$ cat src/rtl/ps2_pkg.sv
// ---------------------------------------------------------------------------
// ps2_pkg
// Shared types and constants for the PS/2 keyboard controller:
//   - ps2_state_e : frame receiver FSM states
//   - PS2_EXT     : extended-key prefix byte (E0)
//   - PS2_REL     : key-release prefix byte (F0)
//   - key_event_t : queued key event {ext, rel, code[7:0]}
//   - odd_parity_ok : parity helper for data byte plus parity bit
// ---------------------------------------------------------------------------
package ps2_pkg;

    typedef enum logic [1:0] {
        ST_IDLE   = 2'd0,
        ST_DATA   = 2'd1,
        ST_PARITY = 2'd2,
        ST_STOP   = 2'd3
    } ps2_state_e;

    localparam logic [7:0] PS2_EXT = 8'hE0;
    localparam logic [7:0] PS2_REL = 8'hF0;

    typedef struct packed {
        logic       ext;
        logic       rel;
        logic [7:0] code;
    } key_event_t;

    // PS/2 uses odd parity: data bits plus parity bit hold an odd number of ones.
    function automatic logic odd_parity_ok(input logic [7:0] data, input logic par);
        return ^{data, par};
    endfunction

endpackage

$ cat src/rtl/ps2_key_fifo.sv
// ---------------------------------------------------------------------------
// ps2_key_fifo
// Show-ahead FIFO of decoded key events. The head entry is presented on
// head_o whenever valid_o is high. Pops on an empty FIFO are ignored; a push
// into a full FIFO without a simultaneous pop is dropped and sets a sticky
// overflow flag. Push and pop in the same cycle both take effect.
// Ports:
//   clk_i       system clock
//   reset_i     synchronous active-high reset
//   push_i      write push_data_i
//   push_data_i event to enqueue
//   pop_i       remove head entry
//   valid_o     FIFO non-empty
//   head_o      head entry
//   overflow_o  sticky: an event was dropped
// ---------------------------------------------------------------------------
module ps2_key_fifo
    import ps2_pkg::*;
#(
    parameter int DEPTH = 4
) (
    input  logic       clk_i,
    input  logic       reset_i,
    input  logic       push_i,
    input  key_event_t push_data_i,
    input  logic       pop_i,
    output logic       valid_o,
    output key_event_t head_o,
    output logic       overflow_o
);

    localparam int AW = $clog2(DEPTH);
    localparam logic [AW:0] FULL_CNT = (AW+1)'(DEPTH);

    key_event_t    mem_q [DEPTH];
    logic [AW-1:0] wr_ptr_q, wr_ptr_d;
    logic [AW-1:0] rd_ptr_q, rd_ptr_d;
    logic [AW:0]   count_q, count_d;
    logic          valid_q, valid_d;
    logic          overflow_q, overflow_d;
    logic          empty_s, full_s, pop_ok_s, push_ok_s, drop_s;

    // Pointer, count and flag next-state logic.
    always_comb begin
        empty_s   = (count_q == (AW+1)'(0));
        full_s    = (count_q == FULL_CNT);
        pop_ok_s  = pop_i && !empty_s;
        // A pop in the same cycle frees the slot, so a full FIFO still accepts.
        push_ok_s = push_i && (!full_s || pop_ok_s);
        drop_s    = push_i && full_s && !pop_ok_s;

        wr_ptr_d  = push_ok_s ? (wr_ptr_q + AW'(1)) : wr_ptr_q;
        rd_ptr_d  = pop_ok_s  ? (rd_ptr_q + AW'(1)) : rd_ptr_q;

        case ({push_ok_s, pop_ok_s})
            2'b10:   count_d = count_q + (AW+1)'(1);
            2'b01:   count_d = count_q - (AW+1)'(1);
            default: count_d = count_q;
        endcase

        valid_d    = (count_d != (AW+1)'(0));
        overflow_d = overflow_q | drop_s;
    end

    // FIFO state registers.
    always_ff @(posedge clk_i) begin
        if (reset_i) begin
            wr_ptr_q   <= '0;
            rd_ptr_q   <= '0;
            count_q    <= '0;
            valid_q    <= 1'b0;
            overflow_q <= 1'b0;
        end else begin
            wr_ptr_q   <= wr_ptr_d;
            rd_ptr_q   <= rd_ptr_d;
            count_q    <= count_d;
            valid_q    <= valid_d;
            overflow_q <= overflow_d;
        end
    end

    // Event storage.
    always_ff @(posedge clk_i) begin
        if (reset_i) begin
            for (int i = 0; i < DEPTH; i++) begin
                mem_q[i] <= '0;
            end
        end else if (push_ok_s) begin
            mem_q[wr_ptr_q] <= push_data_i;
        end
    end

    assign valid_o    = valid_q;
    assign head_o     = mem_q[rd_ptr_q];
    assign overflow_o = overflow_q;

endmodule

$ cat src/rtl/ps2_key_controller.sv
// ---------------------------------------------------------------------------
// ps2_key_controller
// Receives PS/2 keyboard frames (start, 8 data LSB first, parity, stop),
// folds E0/F0 prefix bytes into flags and queues {ext, rel, code} events in
// a show-ahead FIFO.
// Optional feature macro: PS2_PARITY_CHECK_EN -- when defined, frames with
// bad odd parity are rejected; when undefined only the stop bit is checked.
// Ports:
//   Clk          system clock (only clock)
//   Reset        synchronous active-high reset
//   KB_Clk       raw PS/2 clock (asynchronous)
//   KB_Data      raw PS/2 data (asynchronous)
//   Rd_En        pop head event
//   Key_Valid    FIFO non-empty
//   Key_Code     head event scan code
//   Key_Release  head event was preceded by F0
//   Key_Extended head event was preceded by E0
//   Overflow     sticky: an event was dropped
//   Frame_Err    one-cycle pulse on a bad or abandoned frame
// ---------------------------------------------------------------------------
module ps2_key_controller
    import ps2_pkg::*;
#(
    parameter int FIFO_DEPTH     = 4,
    parameter int TIMEOUT_CYCLES = 50000
) (
    input  logic       Clk,
    input  logic       Reset,
    input  logic       KB_Clk,
    input  logic       KB_Data,
    input  logic       Rd_En,
    output logic       Key_Valid,
    output logic [7:0] Key_Code,
    output logic       Key_Release,
    output logic       Key_Extended,
    output logic       Overflow,
    output logic       Frame_Err
);

    localparam int WDW = $clog2(TIMEOUT_CYCLES + 1);

    // Synchronizer and edge detect.
    logic kb_clk_meta_q, kb_clk_sync_q, kb_clk_prev_q;
    logic kb_data_meta_q, kb_data_sync_q;
    logic kb_fall_s;

    // Frame receiver.
    ps2_state_e     state_q, state_d;
    logic [2:0]     bit_cnt_q, bit_cnt_d;
    logic [7:0]     shift_q, shift_d;
    logic           parity_q, parity_d;
    logic [WDW-1:0] wdog_q, wdog_d;
    logic [7:0]     byte_q, byte_d;
    logic           byte_done_q, byte_done_d;
    logic           frame_err_q, frame_err_d;
    logic           timeout_s;
    logic           parity_calc_s, parity_good_s;

    // Decoder.
    logic       ext_q, ext_d;
    logic       rel_q, rel_d;
    logic       push_s;
    key_event_t push_ev_s;
    key_event_t head_s;

    // Two-flop synchronizers; held at 1 in reset to match an idle bus.
    always_ff @(posedge Clk) begin
        if (Reset) begin
            kb_clk_meta_q  <= 1'b1;
            kb_clk_sync_q  <= 1'b1;
            kb_clk_prev_q  <= 1'b1;
            kb_data_meta_q <= 1'b1;
            kb_data_sync_q <= 1'b1;
        end else begin
            kb_clk_meta_q  <= KB_Clk;
            kb_clk_sync_q  <= kb_clk_meta_q;
            kb_clk_prev_q  <= kb_clk_sync_q;
            kb_data_meta_q <= KB_Data;
            kb_data_sync_q <= kb_data_meta_q;
        end
    end

    assign kb_fall_s     = kb_clk_prev_q && !kb_clk_sync_q;
    assign parity_calc_s = odd_parity_ok(shift_q, parity_q);

`ifdef PS2_PARITY_CHECK_EN
    assign parity_good_s = parity_calc_s;
`else
    // Parity bit is still sampled, but never rejects a frame.
    assign parity_good_s = parity_calc_s | 1'b1;
`endif

    // Frame FSM next-state, watchdog and result pulses.
    always_comb begin
        state_d     = state_q;
        bit_cnt_d   = bit_cnt_q;
        shift_d     = shift_q;
        parity_d    = parity_q;
        byte_d      = byte_q;
        byte_done_d = 1'b0;
        frame_err_d = 1'b0;

        if (state_q == ST_IDLE) begin
            wdog_d = '0;
        end else if (kb_fall_s) begin
            wdog_d = '0;
        end else begin
            wdog_d = wdog_q + WDW'(1);
        end

        // The count reaches TIMEOUT_CYCLES on this cycle unless an edge clears it.
        timeout_s = (state_q != ST_IDLE) && !kb_fall_s &&
                    (wdog_q == WDW'(TIMEOUT_CYCLES - 1));

        if (timeout_s) begin
            state_d     = ST_IDLE;
            wdog_d      = '0;
            frame_err_d = 1'b1;
        end else if (kb_fall_s) begin
            case (state_q)
                ST_IDLE: begin
                    if (!kb_data_sync_q) begin
                        state_d   = ST_DATA;
                        bit_cnt_d = 3'd0;
                    end else begin
                        state_d = ST_IDLE;
                    end
                end
                ST_DATA: begin
                    shift_d   = {kb_data_sync_q, shift_q[7:1]};
                    bit_cnt_d = bit_cnt_q + 3'd1;
                    if (bit_cnt_q == 3'd7) begin
                        state_d = ST_PARITY;
                    end else begin
                        state_d = ST_DATA;
                    end
                end
                ST_PARITY: begin
                    parity_d = kb_data_sync_q;
                    state_d  = ST_STOP;
                end
                ST_STOP: begin
                    if (kb_data_sync_q && parity_good_s) begin
                        byte_d      = shift_q;
                        byte_done_d = 1'b1;
                    end else begin
                        frame_err_d = 1'b1;
                    end
                    state_d = ST_IDLE;
                end
                default: begin
                    state_d = ST_IDLE;
                end
            endcase
        end else begin
            state_d = state_q;
        end
    end

    // Frame FSM registers.
    always_ff @(posedge Clk) begin
        if (Reset) begin
            state_q     <= ST_IDLE;
            bit_cnt_q   <= 3'd0;
            shift_q     <= 8'd0;
            parity_q    <= 1'b0;
            wdog_q      <= '0;
            byte_q      <= 8'd0;
            byte_done_q <= 1'b0;
            frame_err_q <= 1'b0;
        end else begin
            state_q     <= state_d;
            bit_cnt_q   <= bit_cnt_d;
            shift_q     <= shift_d;
            parity_q    <= parity_d;
            wdog_q      <= wdog_d;
            byte_q      <= byte_d;
            byte_done_q <= byte_done_d;
            frame_err_q <= frame_err_d;
        end
    end

    // Prefix decoder: E0/F0 only set flags; any other byte becomes an event.
    always_comb begin
        ext_d     = ext_q;
        rel_d     = rel_q;
        push_s    = 1'b0;
        push_ev_s = '{ext: ext_q, rel: rel_q, code: byte_q};

        if (frame_err_q) begin
            ext_d = 1'b0;
            rel_d = 1'b0;
        end else if (byte_done_q) begin
            if (byte_q == PS2_EXT) begin
                ext_d = 1'b1;
            end else if (byte_q == PS2_REL) begin
                rel_d = 1'b1;
            end else begin
                push_s = 1'b1;
                ext_d  = 1'b0;
                rel_d  = 1'b0;
            end
        end else begin
            push_s = 1'b0;
        end
    end

    // Prefix flag registers.
    always_ff @(posedge Clk) begin
        if (Reset) begin
            ext_q <= 1'b0;
            rel_q <= 1'b0;
        end else begin
            ext_q <= ext_d;
            rel_q <= rel_d;
        end
    end

    ps2_key_fifo #(
        .DEPTH(FIFO_DEPTH)
    ) u_fifo (
        .clk_i      (Clk),
        .reset_i    (Reset),
        .push_i     (push_s),
        .push_data_i(push_ev_s),
        .pop_i      (Rd_En),
        .valid_o    (Key_Valid),
        .head_o     (head_s),
        .overflow_o (Overflow)
    );

    assign Key_Code     = head_s.code;
    assign Key_Release  = head_s.rel;
    assign Key_Extended = head_s.ext;
    assign Frame_Err    = frame_err_q;

endmodule

$ cat config.mk
export PLATFORM = sky130hd
export DESIGN_NAME = ps2_key_controller
export DESIGN_NICKNAME = d
export VERILOG_FILES = /design/src/rtl/ps2_pkg.sv /design/src/rtl/ps2_key_fifo.sv /design/src/rtl/ps2_key_controller.sv
export SDC_FILE = /design/constraint.sdc
export NUM_CORES = 1
export LEC_CHECK = 0
export ABC_AREA = 0
export BUFFER_PORTS_ARGS = -buffer_cell sky130_fd_sc_hd__buf_2
export CORE_MARGIN = 4
export CORE_UTILIZATION = 40
export CTS_CLUSTER_SIZE = 20
export DETAILED_ROUTE_END_ITERATION = 7
export PLACE_DENSITY = 0.65
export SKIP_CTS_REPAIR_TIMING = 1
export SYNTH_ARGS = -nofsm -noshare
export SYNTH_HDL_FRONTEND = slang
export SYNTH_HIERARCHICAL = 1
export SYNTH_SLANG_ARGS = --single-unit
$ cat constraint.sdc
create_clock -name Clk -period 2.2 [get_ports Clk]
set_input_delay 0.22 -clock Clk [delete_from_list [all_inputs] [get_ports Clk]]
set_output_delay 0.22 -clock Clk [all_outputs]
set_load 0.05 [all_outputs]
# Word-level counts from Yosys, hierarchy flattened
# Memory sizes are Yosys's and may differ from the RTL's. A register that Yosys moved wholly into a read port is not among the register bits.
# Cells that the tools add are included.
[totals]
mem_bits_rw = 40
memories = 1
wordCells = 99
inputBits = 5
output_inout_bits = 13
reg_bits = 55
[memory_table]
columns = ["memory", "words", "word_bits", "rd", "rd_ports_with_merged_regs", "write_ports", "line_no", "rtl"]
rows = [
  ["u_fifo.mem_q", 4, 10, 1, 1, 4, "ps2_key_fifo.sv:35", "key_event_t mem_q [DEPTH];"],
]
[op_classes]
n_eq_ne = 12
mux = 28
n_addsub = 6
reduce_logical = 28
n_bitwise = 5
[ops]
columns = ["op", "n"]
rows = [
  ["2-to-1 mux 1 bit", 19],
  ["adder 16 x 1 -> 16 bit (second input constant)", 1],
  ["equality test 16 bit (second input constant)", 1],
  ["equality test 8 bit (second input constant)", 2],
  ["one-hot mux 3 bit (2 select lines)", 2],
  ["2-to-1 mux 10 bit", 1],
  ["OR reduction 10 bit", 1],
  ["2-to-1 mux 2 bit", 4],
  ["one-hot mux 2 bit (4 select lines)", 1],
  ["AND reduction 4 bit", 2],
  ["OR reduction 4 bit", 2],
  ["logical AND 1 bit", 7],
  ["adder 3 x 1 -> 3 bit (second input constant)", 2],
  ["equality test 2 bit (second input constant)", 3],
  ["equality test 3 bit (second input constant)", 2],
  ["logical NOT 1 bit", 5],
  ["adder 2 x 1 -> 2 bit (second input constant)", 2],
  ["equality test 2 x 1 -> 1 bit (second input constant)", 2],
  ["!= test 2 bit (second input constant)", 2],
  ["NOT 1 bit", 4],
  ["AND reduction 2 bit", 2],
  ["nonzero test 2 bit", 2],
  ["OR reduction 2 bit", 2],
  ["logical NOT 3 bit", 1],
  ["other kinds (7)", 7],
]

# Longest topological paths before layout
# Gate-level depths: netlist of the first run.
[depth]
word_depth = 11
mapped_depth = 10

# Cells and area by module
# Netlist of the first run, hierarchy kept.
[modules_own_cells]
columns = ["mod", "n_inst", "area_per_inst_um2", "cells_each"]
rows = [
  ["ps2_key_fifo", 1, 2274.7, 152],
  ["ps2_key_controller", 1, 1858.0, 199],
]

# Worst setup path before layout of the first run
# Ideal clock, no wire load.
[synth_path]
path_kind = "register to register"
startpoint = "register byte_q[3]"
endpoint = "register u_fifo.valid_q, in the netlist u_fifo/valid_o"
setup_slack_ps = -139
setup_ps = 79
period_less_slack_ps = 2339
n_path_buf = 0
arrival_ps = 2260
stages_incl_launch_ff = 11
path_cell_list = "dfxtp_1 -> nand4b_1 -> o41ai_1 -> nor2_1 -> nand2_1 -> ha_1 -> inv_1 -> fa_1 -> xor2_1 -> or4_1 -> o211ai_1"
[synth_between]
elab_chain_len = 9
[synth_rtl]
columns = ["item", "line_no", "rtl"]
rows = [
  ["start, declared", "ps2_key_controller.sv:53", "logic [7:0] byte_q, byte_d;"],
  ["start signal, assigned", "ps2_key_controller.sv:177", "byte_q <= byte_d;"],
  ["equality test 8 bit", "ps2_key_controller.sv:196", "end else if (byte_q == PS2_REL) begin"],
  ["2-to-1 mux 1 bit", "ps2_key_controller.sv:196", ""],
  ["2-to-1 mux 1 bit *", "ps2_key_controller.sv:194", "if (byte_q == PS2_EXT) begin"],
  ["2-to-1 mux 1 bit *", "ps2_key_controller.sv:193", "end else if (byte_done_q) begin"],
  ["2-to-1 mux 1 bit *", "ps2_key_controller.sv:190", "if (frame_err_q) begin"],
  ["net push_s", "ps2_key_controller.sv:62", "logic push_s;"],
  ["logical AND 1 bit *", "ps2_key_fifo.sv:49", "push_ok_s = push_i && (!full_s || pop_ok_s);"],
  ["equality test 2 x 1 -> 1 bit or equality test 2 bit (tied branches)", "ps2_key_fifo.sv:55", "case ({push_ok_s, pop_ok_s})"],
  ["one-hot mux 3 bit (2 select lines) *", "ps2_key_fifo.sv:55", ""],
  ["nonzero test 3 bit *", "ps2_key_fifo.sv:61", "valid_d = (count_d != (AW+1)'(0));"],
  ["end signal, assigned", "ps2_key_fifo.sv:77", "valid_q <= valid_d;"],
  ["end, declared", "ps2_key_fifo.sv:39", "logic valid_q, valid_d;"],
]
# Mark *: on every way through the listed nets, which the timed path passes. The rest lies on a longest branch.
# A chain may end at the register's enable or synchronous reset.

# Worst setup path in the final report of the first run
# Same ends and word-level chain as after synthesis.

==> results of run 1 <==
==> final timing paths <==
check | to | start | cells after the start | slack, ps
max reg2reg | u_fifo/valid_o | byte_q[3] | 10 | -180
min | kb_data_meta_q | KB_Data | 2 | 40
max | u_fifo/valid_o | byte_q[3] | 10 | -180
min reg2reg | kb_clk_sync_q | kb_clk_meta_q | 1 | 420
==> sequential cells by signal, indices dropped and copies added, names as in the netlist, named ones only <==
register / cells
u_fifo/mem_q: 40
wdog_q: 16
byte_q: 8
shift_q: 8
bit_cnt_q: 3
u_fifo/count_q: 3
u_fifo/rd_ptr_q: 2
u_fifo/wr_ptr_q: 2
Frame_Err: 1
byte_done_q: 1
ext_q: 1
kb_clk_meta_q: 1
kb_clk_prev_q: 1
kb_clk_sync_q: 1
kb_data_meta_q: 1
kb_data_sync_q: 1
rel_q: 1
state_q: 1
u_fifo/overflow_o: 1
u_fifo/valid_o: 1
==> final cells by class <==
| class | count | area (um2) |
|---|---|---|
| tap | 133 | 166 |
| clock buffer | 9 | 124 |
| clock inverter | 7 | 58.8 |
| inverter | 12 | 45.0 |
| timing repair buffer | 42 | 277 |
| multi-input combinational | 231 | 1720 |
| sequential | 97 | 2340 |
| fill | 917 | 5180 |
==> power by group through the flow <==
| stage | clock [mW] | combinational, mW | sequential [mW] |
|---|---|---|---|
| after floorplan | 0 | 0.0660 | 1.94 |
| after global placement | 0 | 0.0964 | 1.94 |
| after detailed placement | 0 | 0.0972 | 1.95 |
| after CTS | 1.12 | 0.0974 | 1.90 |
| after global routing | 1.19 | 0.103 | 1.91 |
| final | 1.08 | 0.0961 | 1.90 |
==> layer usage <==
layer	track usage (%)	share of wire, %	vias up
li1	-	-	1328
met1	16.0	45	1243
met2	22.7	50	30
met3	3.35	3.2	10
met4	5.34	1.7	0
met5	0	0	-
==> cell usage in the layout, fill, tap and decap left out, drive strengths merged, types with 8 or more instances in the layout <==
cell type,synthesis,final
inv,12,17
o21ai,8,8
buf,5,42
and2,41,41
nor3,10,10
dfxtp,57,57
xnor2,11,11
a21oi,11,11
clkbuf,6,9
nand2,13,13
mux4,10,10
edfxtp,40,40
mux2i,17,17
nand3,9,9
nor2,43,43
==> cells by family after synthesis <==
family	after synthesis	synth area share [%]
AND/OR/NAND/NOR	155	22.1
XOR/XNOR	16	3.39
AO/OA/AOI/OAI	28	4.18
flip-flops	97	56.7
multiplexers	27	9.57
adder cells (fa/ha/maj)	5	1.70
buffers and inverters	23	2.36
==> per-stage QoR <==
stage / TNS [ps] / util (%) / hold WS, ps / total power, mW
2_1_floorplan: -136 / - / 324 / 2.01
4_1_cts: -335 / 47.3 / 21.3 / 3.12
3_5_place_dp: -305 / 45.5 / 394 / 2.04
5_1_grt: -815 / 47.7 / 26.3 / 3.20
6_report: -423 / 47.7 / 39.8 / 3.08
3_3_place_gp: -213 / 45.5 / 393 / 2.04
==> worst max-delay path: cells and delay by family (launching register included) <==
kind	cells	cell delay (ps)
DFF	1	330
AOI/OAI and AO/OA	2	450
adders and majority gates	2	520
and+or+nand+nor	4	820
xor gates and xnor gates	1	150
buffers and inverters	1	40
==> results.json, run 1 <==
{
  "worst_slack_ps": -178,
  "synth_seq_cells": 97,
  "ios": 18,
  "ys_types": 48,
  "violations": "setup timing",
  "start_util_pct": 41.7,
  "pwr-share-clk_pct": 35.0,
  "p_int_mw": 2.36,
  "dp.cells": 512,
  "setup_violations": 3,
  "antenna_left": 0,
  "nets": 403,
  "cp.arrival_ps": 2660,
  "postSynthCellCount": 351,
  "path_class": "flop to flop",
  "area_growth_pct": 14.5,
  "core_mm2": 0.00991,
  "viasPerCell": 4.92,
  "required_ps": 2480,
  "period_needed_ps": 2380,
  "dieArea_mm2": 0.0120,
  "totalWireLength_um": 7220,
  "synth.largest_area_cell": "edfxtp_1",
  "htreeDepth": 3,
  "cts_tree": "yes",
  "synth_area_leaders": "edfxtp_1 (29%), dfxtp_1 (28%), and2_1 (6.2%)",
  "crit_chain": "nand4b_1 -> o41ai_2 -> nor2_1 -> nand2_1 -> ha_2 -> inv_2 -> fa_2 -> xor2_1 -> or4_4 -> o211ai_1",
  "pwr-share-seq_pct": 61.8,
  "clk_pin_slew_ps": 100,
  "cts-root-buf": "clkbuf_8",
  "cp_max_fo": 2,
  "fin_crit_sh_pct": 108,
  "synth.top_cell.area_share_pct": 29.1,
  "ys.flop_type": "dfxtp_1",
  "switching_share_pct": 23.4,
  "ir_drop_v": 0.000352,
  "worst_pin_slew_ps": 575,
  "antenna_found_initial": 0,
  "place.gp.congestion": 0.792,
  "slew_violations": 0,
  "first_iter_violations": 73,
  "end_kind": "flop",
  "portBuffers": 17,
  "p_switching_uw": 722,
  "syn_nets": 361,
  "grt_pass1_wl_um": 12400,
  "fp.dieW_um": 110,
  "crit_path_start_kind": "flop",
  "drt_first_pass_iters": 4,
  "num_rows": 36,
  "pre_cts_ws_ps": -165,
  "hpwl_um": 5070,
  "outcome": "finished with violations",
  "finClkSkew_ps": 11.5,
  "hold_viol": 0,
  "rsz0062_at_grt": "yes",
  "slowest_stage": "or4_4",
  "max_cap_viol_count": 0,
  "grt_max_degree": 24,
  "cts-buffers-inserted": 9,
  "comb_power_share_pct": 3.1,
  "die_h_um": 110,
  "seq_area_frac_synth_pct": 56.7,
  "dpl-instance-area_mm2": 0.00451,
  "overflow": 0,
  "clk_latency_ps": 360,
  "powerDensity_mw_per_mm2": 651,
  "num_antenna_cells": 0,
  "ys.warnings.count": 6,
  "clockBufferDepth": 2,
  "async_flop_share_pct": 0,
  "grt_pass1_vias": 2622,
  "stdcell_count": 531,
  "crit_path_max_incr_delay_ps": 420,
  "power.leakage_nw": 1.62,
  "wl_per_cell_um": 13.6,
  "design_area_mm2": 0.00473,
  "grt_use_total_pct": 13.3,
  "drive_gt1_share_pct": 23.1,
  "max_freq_mhz": 420,
  "max-slew-margin-rel_pct": 61.6,
  "drc": 0,
  "syn-cell-area_mm2": 0.00413,
  "vias": 2611,
  "syn_area_per_cell_um2": 11.8,
  "synth_common_cells": "dfxtp_1 (57), nor2_1 (43), and2_1 (41)",
  "synth.most_common_cell": "dfxtp_1",
  "cts_sinks": 97,
  "hold_class": "input port to flop",
  "synth_edf_count": 40
}
(Power assumes the default switching activity.)
==> run 2: changes to the inputs <==
Settings changed: PLACE_DENSITY 0.65 to 0.66.
Clock period 2.2 ns to 3.09 ns, I/O delays scaled along.
==> results.json, run 2 (synthesis gave the netlist of run 1 again) <==
{
  "wl_per_cell_um": 14.0,
  "clockBufferDepth": 2,
  "hold_depth": 2,
  "dp.cells": 494,
  "grt_pass1_wl_um": 12700,
  "grt_use_total_pct": 13.5,
  "crit_path_max_incr_delay_ps": 440,
  "hold_viol": 0,
  "total_power_mw": 2.20,
  "finClkSkew_ps": 8.88,
  "crit_path_start_kind": "flop",
  "rsz0062_at_grt": "no",
  "cts_tree": "yes",
  "end_kind": "flop",
  "overflow": 0,
  "drt_first_pass_iters": 4,
  "ff2ff_path_depth": 10,
  "holdWs_ps": 128,
  "whs_endpoint": "kb_clk_meta_q",
  "powerDensity_mw_per_mm2": 484,
  "ir_drop_v": 0.000255,
  "hpwl_um": 5000,
  "place.gp.congestion": 0.770,
  "hold_class": "input port to flop",
  "largestRegisters": "u_fifo/mem_q (40), wdog_q (16)",
  "slowest_stage": "or4_1",
  "start_util_pct": 41.7,
  "dieArea_mm2": 0.0120,
  "crit_chain": "nand4b_1 -> o41ai_1 -> nor2_1 -> nand2_1 -> ha_1 -> inv_1 -> fa_1 -> xor2_1 -> or4_1 -> o211ai_1",
  "required_ps": 3380,
  "max_freq_mhz": 369,
  "stdcell_count": 510,
  "fp.dieW_um": 110,
  "num_antenna_cells": 0,
  "clk_latency_ps": 370,
  "first_iter_violations": 118,
  "critical_path.reg2reg.endpoint": "u_fifo/valid_o",
  "cp_max_fo": 6,
  "htreeDepth": 3,
  "worst_slack_ps": 377,
  "grt_pass1_vias": 2587,
  "cts_sinks": 97,
  "area_growth_pct": 9.99,
  "totalWireLength_um": 7160,
  "registers.top_by_ff_count": "u_fifo/mem_q",
  "outcome": "complete, no violations",
  "core_mm2": 0.00991,
  "drc": 0,
  "ios": 18,
  "worst-r2r-setup-slack_ps": 380,
  "num_rows": 36,
  "final_common_cell": "dfxtp_1",
  "cts-buffers-inserted": 9,
  "min_from": "KB_Clk",
  "fin_crit_sh_pct": 87.8,
  "period_needed_ps": 2710,
  "tns_ps": 0,
  "max_cap_viol_count": 0,
  "nets": 382,
  "cp.arrival_ps": 3000,
  "viasPerCell": 5.11,
  "fill_cells": 933,
  "cts-root-buf": "clkbuf_8",
  "antenna_found_initial": 0,
  "slew_violations": 0,
  "setup_violations": 0,
  "grt_max_degree": 30,
  "drive_gt1_share_pct": 16.7,
  "pre_cts_ws_ps": 386,
  "die_h_um": 110,
  "final_cell_mix": "dfxtp_1 (57), nor2_1 (43), and2_1 (41)",
  "power.leakage_nw": 1.51,
  "max-slew-margin-rel_pct": 54.6,
  "portBuffers": 17,
  "path_class": "flop to flop",
  "vias": 2605,
  "antenna_left": 0,
  "r2r-start": "byte_q[6]",
  "worst_pin_slew_ps": 680,
  "largest_reg_flops": 40,
  "clk_pin_slew_ps": 90
}
==> run 2: per-layer routing <==
layer / vias to the layer above / part of all wire [%] / track usage [%]
li1: 1294 / - / -
met1: 1255 / 46 / 17.0
met2: 47 / 49 / 22.8
met3: 9 / 3.8 / 3.35
met4: 0 / 1.1 / 4.01
met5: - / 0 / 0
==> run 2: power by group <==
| part | internal [mW] | switching (mW) |
|---|---|---|
| clock | 0.310 | 0.468 |
| sequential | 1.35 | 0.00646 |
| combinational | 0.0180 | 0.0475 |
| total | 1.68 | 0.522 |
==> run 2: worst max-delay path by stage <==
| stage | startpoint | cells after the start | endpoint | slack, ps |
|---|---|---|---|---|
| floorplan | byte_q[3] | 10 | u_fifo/valid_o | 750 |
| global placement | byte_q[3] | 10 | u_fifo/valid_o | 490 |
| detailed placement | byte_q[6] | 10 | u_fifo/valid_o | 390 |
| CTS | byte_q[6] | 10 | u_fifo/valid_o | 350 |
| global route | byte_q[6] | 10 | u_fifo/valid_o | 180 |
| finish | byte_q[6] | 10 | u_fifo/valid_o | 380 |
==> run 2: cell type report <==
cell class	count	area (um2)	share of cell area [%]
Multi-Input combinational cell	231	1690	37.2
Sequential cell	97	2340	51.5
Clock inverter	7	60.1	1.32
Timing Repair Buffer	21	115	2.53
Tap cell	133	166	3.66
Clock buffer	9	124	2.73
Inverter	12	45.0	0.991
==> run 2: through the flow <==
step           utilization (%)  instance area [um2]
6_report                  45.9                 4550
4_1_cts                   45.9                 4550
3_3_place_gp              44.0                 4360
3_5_place_dp              44.0                 4360
2_1_floorplan                -                 4130
5_1_grt                   45.9                 4550
==> run 2: worst max-delay path, delay by kind of cell, from the launching register on <==
| family | cells | cell delay [ps] |
|---|---|---|
| and+or+nand+nor | 4 | 890 |
| adders and majority gates | 2 | 580 |
| DFF | 1 | 430 |
| AOI/OAI and AO/OA | 2 | 520 |
| xor gates and xnor gates | 1 | 160 |
| buffers and inverters | 1 | 70 |
